<file path="src/rtl/adc_seq_pkg.sv">
// ---------------------------------------------------------------------------
// adc_seq_pkg
// Shared definitions for the ADC frame sequencer:
//   - register offsets of the sigma-delta ADC slave
//   - sequencer FSM state encoding
//   - FIFO entry layout {err, last, ch[1:0], data[15:0]} (20 bits)
//   - small mask helpers used for frame admission and channel walking
// ---------------------------------------------------------------------------
package adc_seq_pkg;

  localparam logic [7:0] REG_CTRL        = 8'h00;
  localparam logic [7:0] REG_STATUS      = 8'h04;
  localparam logic [7:0] REG_DATA_CH0    = 8'h08;
  localparam logic [7:0] REG_DATA_STRIDE = 8'h04;

  typedef enum logic [2:0] {
    ST_IDLE     = 3'd0,
    ST_EN_WR    = 3'd1,
    ST_WAIT_IRQ = 3'd2,
    ST_RD       = 3'd3,
    ST_RD_GAP   = 3'd4,
    ST_DIS_WR   = 3'd5
  } seq_state_t;

  typedef struct packed {
    logic        err;
    logic        last;
    logic [1:0]  ch;
    logic [15:0] data;
  } sample_entry_t;

  localparam int ENTRY_W = $bits(sample_entry_t);

  // Number of channels a frame will push.
  function automatic logic [2:0] popcount4(input logic [3:0] m);
    return {2'b00, m[0]} + {2'b00, m[1]} + {2'b00, m[2]} + {2'b00, m[3]};
  endfunction

  // Lowest selected channel; only meaningful for a non-zero mask.
  function automatic logic [1:0] lowest_set(input logic [3:0] m);
    if (m[0])      return 2'd0;
    else if (m[1]) return 2'd1;
    else if (m[2]) return 2'd2;
    else           return 2'd3;
  endfunction

endpackage

</file>
<file path="src/rtl/sync_fifo.sv">
// ---------------------------------------------------------------------------
// sync_fifo
// Parameterised first-word-fall-through FIFO with occupancy count.
// Ports:
//   clk, rst        clock, synchronous active-high reset (empties FIFO)
//   i_wr_en, i_din  push request and data (ignored when full, unless popping)
//   i_rd_en         pop request (ignored when empty)
//   o_dout          head entry, valid whenever o_empty = 0
//   o_empty, o_full status flags
//   o_count         number of stored entries (0..DEPTH)
// DEPTH must be a power of two so the pointers wrap naturally.
// ---------------------------------------------------------------------------
module sync_fifo #(
  parameter int WIDTH = 20,
  parameter int DEPTH = 8
) (
  input  logic                       clk,
  input  logic                       rst,
  input  logic                       i_wr_en,
  input  logic [WIDTH-1:0]           i_din,
  input  logic                       i_rd_en,
  output logic [WIDTH-1:0]           o_dout,
  output logic                       o_empty,
  output logic                       o_full,
  output logic [$clog2(DEPTH):0]     o_count
);

  localparam int AW = $clog2(DEPTH);

  logic [WIDTH-1:0] r_mem [DEPTH];
  logic [AW-1:0]    r_wr_ptr;
  logic [AW-1:0]    r_rd_ptr;
  logic [AW:0]      r_count;

  logic w_wr;
  logic w_rd;

  assign o_empty = (r_count == '0);
  assign o_full  = (r_count == (AW+1)'(DEPTH));
  assign o_count = r_count;

  // A push at full is legal only together with a pop, which frees the slot.
  assign w_rd = i_rd_en && !o_empty;
  assign w_wr = i_wr_en && (!o_full || w_rd);

  // Head is read combinationally so data appears together with !o_empty.
  assign o_dout = r_mem[r_rd_ptr];

  always_ff @(posedge clk) begin
    if (w_wr) begin
      r_mem[r_wr_ptr] <= i_din;
    end
  end

  always_ff @(posedge clk) begin
    if (rst) begin
      r_wr_ptr <= '0;
      r_rd_ptr <= '0;
      r_count  <= '0;
    end else begin
      if (w_wr) r_wr_ptr <= r_wr_ptr + 1'b1;
      if (w_rd) r_rd_ptr <= r_rd_ptr + 1'b1;
      case ({w_wr, w_rd})
        2'b10:   r_count <= r_count + 1'b1;
        2'b01:   r_count <= r_count - 1'b1;
        default: r_count <= r_count;
      endcase
    end
  end

endmodule

</file>
<file path="src/rtl/adc_frame_sequencer.sv">
// ---------------------------------------------------------------------------
// adc_frame_sequencer
// Wishbone master for the 4-channel sigma-delta ADC. Enables the ADC, reads
// the masked channels on every irq and streams tagged samples out of a FIFO.
// Ports:
//   clk, rst                 clock, synchronous active-high reset
//   cfg_enable, cfg_ch_mask  run request, channel select (bit i = CHi)
//   adc_irq                  ADC "all channels new" pulse
//   m_adr/m_dat_o/m_dat_i/m_we/m_sel/m_stb/m_ack  Wishbone master port
//   out_valid/out_ready/out_data/out_ch/out_last/out_err  sample stream
//   overrun_cnt              dropped frames, saturating
//   timeout_err              sticky bus timeout flag
//   busy                     FSM in a bus-owning state
// ---------------------------------------------------------------------------
module adc_frame_sequencer
  import adc_seq_pkg::*;
#(
  parameter int ADDR_WIDTH = 8,
  parameter int FIFO_DEPTH = 8,
  parameter int TIMEOUT    = 15
) (
  input  logic                  clk,
  input  logic                  rst,
  input  logic                  cfg_enable,
  input  logic [3:0]            cfg_ch_mask,
  input  logic                  adc_irq,
  output logic [ADDR_WIDTH-1:0] m_adr,
  output logic [31:0]           m_dat_o,
  input  logic [31:0]           m_dat_i,
  output logic                  m_we,
  output logic [3:0]            m_sel,
  output logic                  m_stb,
  input  logic                  m_ack,
  output logic                  out_valid,
  input  logic                  out_ready,
  output logic [15:0]           out_data,
  output logic [1:0]            out_ch,
  output logic                  out_last,
  output logic                  out_err,
  output logic [15:0]           overrun_cnt,
  output logic                  timeout_err,
  output logic                  busy
);

  localparam int CW = $clog2(FIFO_DEPTH) + 1;
  localparam int TW = $clog2(TIMEOUT + 1);

  seq_state_t           r_state;
  logic [ADDR_WIDTH-1:0] r_adr;
  logic [31:0]          r_dat_o;
  logic                 r_we;
  logic                 r_stb;
  logic [TW-1:0]        r_to_cnt;
  logic [1:0]           r_ch;
  logic [3:0]           r_remain;     // frame mask, channels still to read
  logic                 r_pending;
  logic [15:0]          r_overrun;
  logic                 r_timeout_err;

  logic                 w_ack;
  logic                 w_timeout;
  logic                 w_bus_done;
  logic [3:0]           w_remain_after;
  logic                 w_last;
  logic                 w_push;
  sample_entry_t        w_push_entry;
  sample_entry_t        w_head;
  logic                 w_fifo_empty;
  logic                 w_fifo_full;
  logic [CW-1:0]        w_fifo_count;
  logic [CW-1:0]        w_free;
  logic                 w_fits;
  logic                 w_irq_accept;
  logic                 w_busy_state;
  logic                 w_ovr_inc;
  logic [1:0]           w_first_ch;
  logic [1:0]           w_next_ch;
  logic [ADDR_WIDTH-1:0] w_first_adr;
  logic [ADDR_WIDTH-1:0] w_next_adr;
  logic                 w_unused_hi;

  // Only the low half of each data register carries the sample.
  assign w_unused_hi = ^m_dat_i[31:16];

  // An ack is only meaningful while a strobe is outstanding.
  assign w_ack      = r_stb && m_ack;
  assign w_timeout  = r_stb && !m_ack && (r_to_cnt == TW'(TIMEOUT - 1));
  assign w_bus_done = w_ack || w_timeout;

  assign w_remain_after = r_remain & ~(4'b0001 << r_ch);
  assign w_last         = (w_remain_after == 4'b0000);

  assign w_push_entry.err  = w_timeout;
  assign w_push_entry.last = w_last;
  assign w_push_entry.ch   = r_ch;
  assign w_push_entry.data = w_timeout ? 16'h0000 : m_dat_i[15:0];

  // Reset in the same cycle as the ack suppresses the FIFO write.
  assign w_push = (r_state == ST_RD) && w_bus_done && !rst && !w_fifo_full;

  assign w_free = CW'(FIFO_DEPTH) - w_fifo_count;
  assign w_fits = (w_free >= CW'(popcount4(cfg_ch_mask)));

  assign w_irq_accept = adc_irq || r_pending;
  assign w_busy_state = (r_state != ST_IDLE) && (r_state != ST_WAIT_IRQ);

  assign w_first_ch  = lowest_set(cfg_ch_mask);
  assign w_next_ch   = lowest_set(r_remain);
  assign w_first_adr = ADDR_WIDTH'(REG_DATA_CH0 + REG_DATA_STRIDE * {6'b0, w_first_ch});
  assign w_next_adr  = ADDR_WIDTH'(REG_DATA_CH0 + REG_DATA_STRIDE * {6'b0, w_next_ch});

  // Overrun: a frame refused for lack of space, or an irq arriving while
  // another one is already waiting.
  assign w_ovr_inc = ((r_state == ST_WAIT_IRQ) && cfg_enable && w_irq_accept &&
                      (cfg_ch_mask != 4'b0000) && !w_fits) ||
                     (w_busy_state && adc_irq && r_pending);

  always_ff @(posedge clk) begin
    if (rst) begin
      r_state       <= ST_IDLE;
      r_adr         <= '0;
      r_dat_o       <= '0;
      r_we          <= 1'b0;
      r_stb         <= 1'b0;
      r_to_cnt      <= '0;
      r_ch          <= '0;
      r_remain      <= '0;
      r_pending     <= 1'b0;
      r_overrun     <= '0;
      r_timeout_err <= 1'b0;
    end else begin
      r_to_cnt <= (r_stb && !w_bus_done) ? r_to_cnt + 1'b1 : '0;

      if (w_ovr_inc && (r_overrun != 16'hFFFF)) r_overrun <= r_overrun + 16'd1;
      if (w_timeout) r_timeout_err <= 1'b1;
      if (w_busy_state && adc_irq) r_pending <= 1'b1;

      case (r_state)
        ST_IDLE: begin
          if (cfg_enable) begin
            r_state <= ST_EN_WR;
            r_adr   <= ADDR_WIDTH'(REG_CTRL);
            r_dat_o <= 32'd1;
            r_we    <= 1'b1;
            r_stb   <= 1'b1;
          end
        end
        ST_EN_WR: begin
          if (w_bus_done) begin
            r_state <= ST_WAIT_IRQ;
            r_stb   <= 1'b0;
            r_we    <= 1'b0;
            r_dat_o <= '0;
          end
        end
        ST_WAIT_IRQ: begin
          if (!cfg_enable) begin
            r_state <= ST_DIS_WR;
            r_adr   <= ADDR_WIDTH'(REG_CTRL);
            r_dat_o <= 32'd0;
            r_we    <= 1'b1;
            r_stb   <= 1'b1;
          end else if (w_irq_accept) begin
            // A fresh irq coinciding with a pending one stays pending.
            r_pending <= adc_irq && r_pending;
            if ((cfg_ch_mask != 4'b0000) && w_fits) begin
              r_state  <= ST_RD;
              r_remain <= cfg_ch_mask;
              r_ch     <= w_first_ch;
              r_adr    <= w_first_adr;
              r_we     <= 1'b0;
              r_stb    <= 1'b1;
            end
          end
        end
        ST_RD: begin
          if (w_bus_done) begin
            r_state  <= ST_RD_GAP;
            r_stb    <= 1'b0;
            r_remain <= w_remain_after;
          end
        end
        ST_RD_GAP: begin
          if (r_remain == 4'b0000) begin
            r_state <= ST_WAIT_IRQ;
          end else begin
            r_state <= ST_RD;
            r_ch    <= w_next_ch;
            r_adr   <= w_next_adr;
            r_stb   <= 1'b1;
          end
        end
        ST_DIS_WR: begin
          if (w_bus_done) begin
            r_state <= ST_IDLE;
            r_stb   <= 1'b0;
            r_we    <= 1'b0;
          end
        end
        default: r_state <= ST_IDLE;
      endcase
    end
  end

  sync_fifo #(
    .WIDTH (ENTRY_W),
    .DEPTH (FIFO_DEPTH)
  ) u_fifo (
    .clk     (clk),
    .rst     (rst),
    .i_wr_en (w_push),
    .i_din   (w_push_entry),
    .i_rd_en (out_ready),
    .o_dout  (w_head),
    .o_empty (w_fifo_empty),
    .o_full  (w_fifo_full),
    .o_count (w_fifo_count)
  );

  assign m_adr       = r_adr;
  assign m_dat_o     = r_dat_o;
  assign m_we        = r_we;
  assign m_sel       = 4'hF;
  assign m_stb       = r_stb;
  assign out_valid   = !w_fifo_empty;
  assign out_data    = w_head.data;
  assign out_ch      = w_head.ch;
  assign out_last    = w_head.last;
  assign out_err     = w_head.err;
  assign overrun_cnt = r_overrun;
  assign timeout_err = r_timeout_err;
  assign busy        = w_busy_state;

endmodule

</file>
<file path="config.mk">
export PLATFORM = sky130hd
export DESIGN_NAME = adc_frame_sequencer
export DESIGN_NICKNAME = d
export VERILOG_FILES = /design/src/rtl/adc_seq_pkg.sv /design/src/rtl/sync_fifo.sv /design/src/rtl/adc_frame_sequencer.sv
export SDC_FILE = /design/constraint.sdc
export NUM_CORES = 1
export LEC_CHECK = 0
export CORE_UTILIZATION = 50
export CTS_CLUSTER_DIAMETER = 100
export DETAILED_ROUTE_END_ITERATION = 8
export PLACE_DENSITY = 0.76
export SLEW_MARGIN = 5
export SYNTH_ARGS = -nofsm -noshare
export SYNTH_HDL_FRONTEND = slang
export SYNTH_HIERARCHICAL = 1
export SYNTH_SLANG_ARGS = --single-unit
</file>
<file path="constraint.sdc">
create_clock -name clk -period 4.05 [get_ports clk]
set_input_delay 0.81 -clock clk [delete_from_list [all_inputs] [get_ports clk]]
set_output_delay 0.81 -clock clk [all_outputs]
set_load 0.01 [all_outputs]
</file>
Word-level counts from Yosys, hierarchy flattened
Memory sizes are Yosys's and may differ from the RTL's. A register that Yosys moved wholly into a read port is not among the register bits.
Index checks and enable logic that the tools add are counted.
- add/subtract/negate cells: 12
- order comparisons: 1
- equality and inequality tests: 24
- shift-type cells: 1
- mux-type cells: 56
- bitwise logic cells: 3
- reductions and logical operators: 52
- operators by type and width (cell ; count):
    32-bit two-way mux ; 3
    32-bit one-hot mux with 3 select lines ; 1
    8-bit two-way mux ; 5
    3-bit two-way mux ; 9
    8-bit one-hot mux with 3 select lines ; 1
    5-bit AND reduction ; 4
    1-bit logical AND ; 19
    1-bit two-way mux ; 18
    3-bit one-hot mux with 6 select lines ; 1
    16-bit by 1-bit adder with 16-bit output, second input constant ; 1
    16-bit two-way mux ; 1
    2-bit two-way mux ; 8
    4-bit two-way mux ; 4
    16-bit inequality test, second input constant ; 1
    2-bit inequality test, second input constant ; 8
    4-bit one-hot mux with 2 select lines ; 2
    4-bit logical NOT ; 3
    6-bit AND reduction ; 2
    3-bit nonzero test ; 4
    4-bit by 4-bit adder with 5-bit output, first input constant ; 2
    4-bit by 1-bit adder with 4-bit output, second input constant ; 2
    4-bit == test, second input constant ; 2
    4-bit nonzero test ; 2
    3-bit by 1-bit adder with 3-bit output, second input constant ; 2
    other kinds (28) ; 44
- register bits after elaboration: 83
- RAM bits: 160
- output and inout port bits: 85
- memories kept: 1
- memories (memory ; depth ; width ; rd ports ; clocked after Yosys merged registers in ; write ports ; RTL line ; RTL):
    u_fifo.r_mem ; 8 ; 20 ; 1 ; 1 ; 1 ; sync_fifo.sv:30 ; logic [WIDTH-1:0] r_mem [DEPTH];

Depth between registers and ports, before layout
- word-level depth: 10
- gate-level depth with buffers: 14

Modules after synthesis
Netlist, hierarchy kept.
- by module, submodules not included (module ; times used ; cells each ; area an instance (µm²)):
    sync_fifo ; 1 ; 314 ; 6944.2
    adc_frame_sequencer ; 1 ; 325 ; 2575.0

Least setup slack after synthesis
No wires, ideal clock.
- path kind: input-to-reg
- from: input m_ack
- to: memory u_fifo.r_mem[0][0], enable pin
- arrival: 3.828 ns
- data required time: 3.602 ns
- path slack: -0.226 ns
- stages: 7
- buffers on the path: 1
- path through: a31o_2 nand2_1 or2_2 nor3_1 buf_2 o21ai_4 nor4_1
- longest elaborated chain between the ends: 10
- elaborated cells on any way between the ends: 11
- those cells by class: mux (2); reduce/logical (9)
- RTL lines (element ; RTL line ; RTL):
    start, declared ; adc_frame_sequencer.sv:33 ; input logic m_ack,
    1-bit logical NOT ; adc_frame_sequencer.sv:87 ; assign w_timeout = r_stb && !m_ack && (r_to_cnt == TW'(TIMEOUT - 1));
    1-bit logical AND (2 in series) ; adc_frame_sequencer.sv:87 ;
    1-bit logical OR * ; adc_frame_sequencer.sv:88 ; assign w_bus_done = w_ack || w_timeout;
    1-bit logical AND * (3 in series) ; adc_frame_sequencer.sv:99 ; assign w_push = (r_state == ST_RD) && w_bus_done && !rst && !w_fifo_full;
    via w_push ; adc_frame_sequencer.sv:65 ; logic w_push;
    1-bit logical AND * ; sync_fifo.sv:44 ; assign w_wr = i_wr_en && (!o_full || w_rd);
    1-bit two-way mux * ; sync_fifo.sv:50 ; if (w_wr) begin
    1-bit two-way mux (implied by the code) * ; sync_fifo.sv:51 ; r_mem[r_wr_ptr] <= i_din;
    end, declared ; sync_fifo.sv:30 ;
The timed path passes the listed nets; every way through them passes the cells marked *.

Final worst setup path
- from: input cfg_ch_mask[0]
- to: register r_overrun[3], in the netlist overrun_cnt[3]
- longest elaborated chain between the ends: 8
- elaborated cells on any way between the ends: 10
- those cells by class: add/sub (3); order compare (1); reduce/logical (6)
- RTL lines (element ; RTL line ; RTL):
    start, declared ; adc_frame_sequencer.sv:25 ; input logic [3:0] cfg_ch_mask,
    1-bit by 1-bit adder with 2-bit output ; adc_seq_pkg.sv:36 ; return {2'b00, m[0]} + {2'b00, m[1]} + {2'b00, m[2]} + {2'b00, m[3]};
    2-bit by 1-bit adder with 3-bit output ; adc_seq_pkg.sv:36 ;
    3-bit by 1-bit adder with 3-bit output ; adc_seq_pkg.sv:36 ;
    4-bit by 3-bit greater-or-equal comparator with 1-bit output ; adc_frame_sequencer.sv:102 ; assign w_fits = (w_free >= CW'(popcount4(cfg_ch_mask)));
    1-bit logical NOT ; adc_frame_sequencer.sv:115 ; (cfg_ch_mask != 4'b0000) && !w_fits) ||
    1-bit logical AND * ; adc_frame_sequencer.sv:115 ;
    1-bit logical OR * ; adc_frame_sequencer.sv:115 ;
    1-bit logical AND * ; adc_frame_sequencer.sv:134 ; if (w_ovr_inc && (r_overrun != 16'hFFFF)) r_overrun <= r_overrun + 16'd1;
    end signal, assigned ; adc_frame_sequencer.sv:134 ;
    end, declared ; adc_frame_sequencer.sv:57 ; logic [15:0] r_overrun;
Mark *: on every way between the ends. The rest lies on a longest branch, timed or not.
A chain may end at the register's enable or synchronous reset.

==> Flow_metrics.wiki <==
{| class="wikitable"
! Metric !! Value
|-
| LEAKAGE || 3.75 nW
|-
| Final Skew || 20.8 ps
|-
| Number of buffers added to fix hold violations after cts || 0
|-
| Antenna-violating nets left || 0
|-
| Total CTS buffers || 22
|-
| Nature of the critical path endpoint || flop
|-
| Slew at the pin closest to its max-slew limit || 805 ps
|-
| Worst VDD drop || 0.406 mV
|-
| Flip-flop and latch count after synthesis || 210
|-
| Mean instance size in the synthesized netlist || 14.9 µm²
|-
| Antenna diode count || 0
|-
| Most instantiated library cell after synthesis || sky130_fd_sc_hd__edfxtp_1
|-
| Placed wire-length estimate || 10900 µm
|-
| Min Tclk post-route || 3580 ps
|-
| Starting utilization of the core area || 0.509
|-
| Synthesis Warnings || 6
|-
| H-Tree Depth || 1
|-
| First-pass iteration count of the detailed router || 4
|-
| Maximum fanout encountered on the critical timing path || 21
|-
| Portion of synthesized cell area occupied by the leading cell type || 0.505
|-
| RSZ-0062 raised after global routing || false
|-
| Type of the worst setup path || input pin to flop
|-
| Number of standard cells after synthesis || 639
|-
| Overall die width || 140 µm
|-
| Met3 wire length || 657 µm
|-
| Congestion Overflow GR || 0
|-
| Vias in the first global route || 5573
|-
| Fraction of final layout cells with drive strength greater than 1 || 0.130
|-
| Hold crit path type || flop to flop
|-
| Max capacitance violation total || 0
|-
| Period utilisation layout || 0.885
|-
| Storage element area || 5810 µm²
|-
| Number of filler instances in the final layout || 1389
|-
| Crit path launch type || input pin
|-
| All-Layer GR Usage || 0.185
|-
| Pwr/cell area || 489 nW/µm²
|-
| Port Buf Inserts || 70
|-
| Count of flip-flops with a built-in enable after synthesis || 160
|-
| Top FF cell, synth || sky130_fd_sc_hd__edfxtp_1
|-
| Cell chosen for the clock root || sky130_fd_sc_hd__clkbuf_16
|-
| Timing startpoint of the critical path || cfg_ch_mask[0]
|-
| CTS-repair resized insts || 0
|-
| Placement Setup Slack || -22.9 ps
|-
| Outcome || finished clean
|-
| Routed wire length on met2 || 9130 µm
|-
| Data required time of the worst path || 4470 ps
|-
| Clk slew on worst S/H paths || 60 ps
|-
| Final net count || 782
|-
| Global-route wire length before repair || 28400 µm
|-
| R2R Setup Slk || 1210 ps
|-
| Highest attainable clock frequency || 279 MHz
|-
| Area of the placeable core || 18700 µm²
|-
| CTS tree || built
|-
| Largest net degree at the start of global routing || 46
|-
| Routability-driven placement congestion ratio || 0.829
|-
| IO Count || 127
|-
| Number of DRC markers in iteration 0 || 279
|-
| Floorplan die height || 140 µm
|-
| Slack of the critical path || 466 ps
|-
| Routed met1 length || 7800 µm
|-
| Routed len/inst || 18.6 µm
|-
| CP Data Arrival Time || 4010 ps
|-
| Cell type with the highest aggregate area in the netlist || sky130_fd_sc_hd__edfxtp_1
|-
| Reg-to-Reg Start || r_state[1]$_SDFFE_PP0P_
|-
| Top sig layer || met4
|-
| Clock tree sinks || 210
|-
| Rows || 50
|-
| Register area share after synthesis || 0.610
|-
| Worst max-slew margin expressed relative to the limit || 0.462
|-
| Area of the die || 19600 µm²
|-
| Number of setup violations in the final report || 0
|-
| Area taken by multi-input logic gates || 3320 µm²
|-
| P&R area growth vs syn || 16.2%
|-
| Final wirelength || 18000 µm
|-
| Placed instance area || 10400 µm²
|-
| Maximum buffer depth of the clock tree || 3
|-
| Via count || 5532
|-
| # Post-CTS Setup Buffers || 0
|-
| Launch instance of the worst min-delay path || r_to_cnt[0]$_SDFF_PP0_
|-
| Initial antenna violation count || 0
|-
| Synthesized area || 9520 µm²
|-
| Hold violation count in the final report || 0
|-
| Count of distinct cell types in the synthesized netlist || 62
|-
| Drt drc || 0
|-
| Ranking of synthesized cells by area || sky130_fd_sc_hd__edfxtp_1 50%, sky130_fd_sc_hd__mux4_1 11%, sky130_fd_sc_hd__dfxtp_1 11%
|-
| Average vias per placed instance || 5.70
|-
| Commonest cells in the synthesized netlist || 160 x sky130_fd_sc_hd__edfxtp_1, 50 x sky130_fd_sc_hd__dfxtp_1, 40 x sky130_fd_sc_hd__buf_4, 40 x sky130_fd_sc_hd__mux4_1, 34 x sky130_fd_sc_hd__a21oi_1
|-
| Async set or reset register ratio after synthesis || 0
|-
| Post-layout instance area || 11100 µm²
|-
| Clk_lat worst skew || 510 ps
|-
| Final number of max-transition violations || 0
|}
-- placed cells by master, fill, tap and decap left out, types with 6 or more instances in the layout --
| cell type | n |
|---|---|
| sky130_fd_sc_hd__nor3_1 | 8 |
| sky130_fd_sc_hd__clkdlybuf4s50_1 | 70 |
| sky130_fd_sc_hd__ha_1 | 14 |
| sky130_fd_sc_hd__clkbuf_16 | 22 |
| sky130_fd_sc_hd__nor2_1 | 30 |
| sky130_fd_sc_hd__o21ai_0 | 11 |
| sky130_fd_sc_hd__clkinv_1 | 7 |
| sky130_fd_sc_hd__mux2_2 | 23 |
| sky130_fd_sc_hd__edfxtp_1 | 160 |
| sky130_fd_sc_hd__or4_1 | 11 |
| sky130_fd_sc_hd__nor2b_1 | 20 |
| sky130_fd_sc_hd__nand2_1 | 21 |
| sky130_fd_sc_hd__a21oi_1 | 34 |
| sky130_fd_sc_hd__buf_4 | 22 |
| sky130_fd_sc_hd__dfxtp_1 | 49 |
| sky130_fd_sc_hd__o31ai_1 | 13 |
| sky130_fd_sc_hd__conb_1 | 40 |
| sky130_fd_sc_hd__nand3_1 | 11 |
| sky130_fd_sc_hd__xor2_1 | 6 |
| sky130_fd_sc_hd__inv_1 | 15 |
| sky130_fd_sc_hd__mux4_1 | 40 |
-- area by class of cell --
| class | instances | share of cell area |
|---|---|---|
| inverters | 16 | 0.00543 |
| repair buffers | 95 | 0.0837 |
| clock inverters | 10 | 0.00736 |
| clock buffers | 27 | 0.0515 |
| well taps | 234 | 0.0265 |
| multi-input cells | 379 | 0.300 |
| flip-flops and latches | 210 | 0.525 |
-- power breakdown --
group          leakage (nW)  internal (mW)  switching, mW
Combinational          1.60          0.632          0.547
Sequential             1.84           2.35         0.0601
Clock                 0.312           1.06          0.765
-- worst paths after layout --
check	depth (start not counted)	end
worst max-delay path	12	overrun_cnt[3]$_SDFFE_PP0P_
worst min-delay path	1	r_to_cnt[0]$_SDFF_PP0_
worst max register to register	10	u_fifo/o_count[3]$_SDFFE_PP0P_
worst min register to register	1	r_to_cnt[0]$_SDFF_PP0_
-- kinds of logic after synthesis --
family	count (synthesis)	synth area share
AND/OR/NAND/NOR	154	0.0896
multiplexers	66	0.141
AO/OA/AOI/OAI	92	0.0655
buffers and inverters	88	0.0607
other	2	0.000789
XOR/XNOR	11	0.0101
adder cells (fa/ha/maj)	16	0.0226
flip-flops	210	0.610
-- routing by layer --
metal	GRT usage	up-vias
met3	0.0256	35
met4	0.0561	0
met1	0.236	2763
li1	-	2591
met5	0	-
met2	0.328	143
-- flip-flops by register name, summed over array words and instances, names as in the netlist, named ones only --
| signal | count |
|---|---|
| u_fifo/r_mem | 160 |
| overrun_cnt | 16 |
| r_remain | 4 |
| r_to_cnt | 4 |
| u_fifo/o_count | 4 |
| m_adr | 3 |
| r_state | 3 |
| u_fifo/r_rd_ptr | 3 |
| u_fifo/r_wr_ptr | 3 |
| r_ch | 2 |
| m_dat_o | 1 |
| m_stb | 1 |
| m_we | 1 |
| r_pending | 1 |
| timeout_err | 1 |
-- per-stage QoR --
stage / TNS [ps] / std cells / total power, mW / utilization / hold slack (ps)
floorplan: 0 / 677 / 3.38 / - / 430
global placement: 0 / 934 / 3.60 / 0.556 / 443
detailed placement: -138 / 934 / 3.64 / 0.556 / 463
CTS: 0 / 971 / 5.46 / 0.591 / 476
global route: 0 / 971 / 5.64 / 0.591 / 505
finish: 0 / 971 / 5.41 / 0.591 / 470
-- critical path, stage by stage --
cell and delay, ps:
sky130_fd_sc_hd__clkdlybuf4s50_1 450, sky130_fd_sc_hd__fa_1 490, sky130_fd_sc_hd__ha_1 200, sky130_fd_sc_hd__ha_1 280
sky130_fd_sc_hd__inv_1 40, sky130_fd_sc_hd__ha_1 260, sky130_fd_sc_hd__o21ai_0 170, sky130_fd_sc_hd__o21bai_1 120
sky130_fd_sc_hd__o31a_1 310, sky130_fd_sc_hd__buf_4 200, sky130_fd_sc_hd__or4_1 480, sky130_fd_sc_hd__a21oi_1 170
No activity file was read; power rests on OpenSTA's default activity.
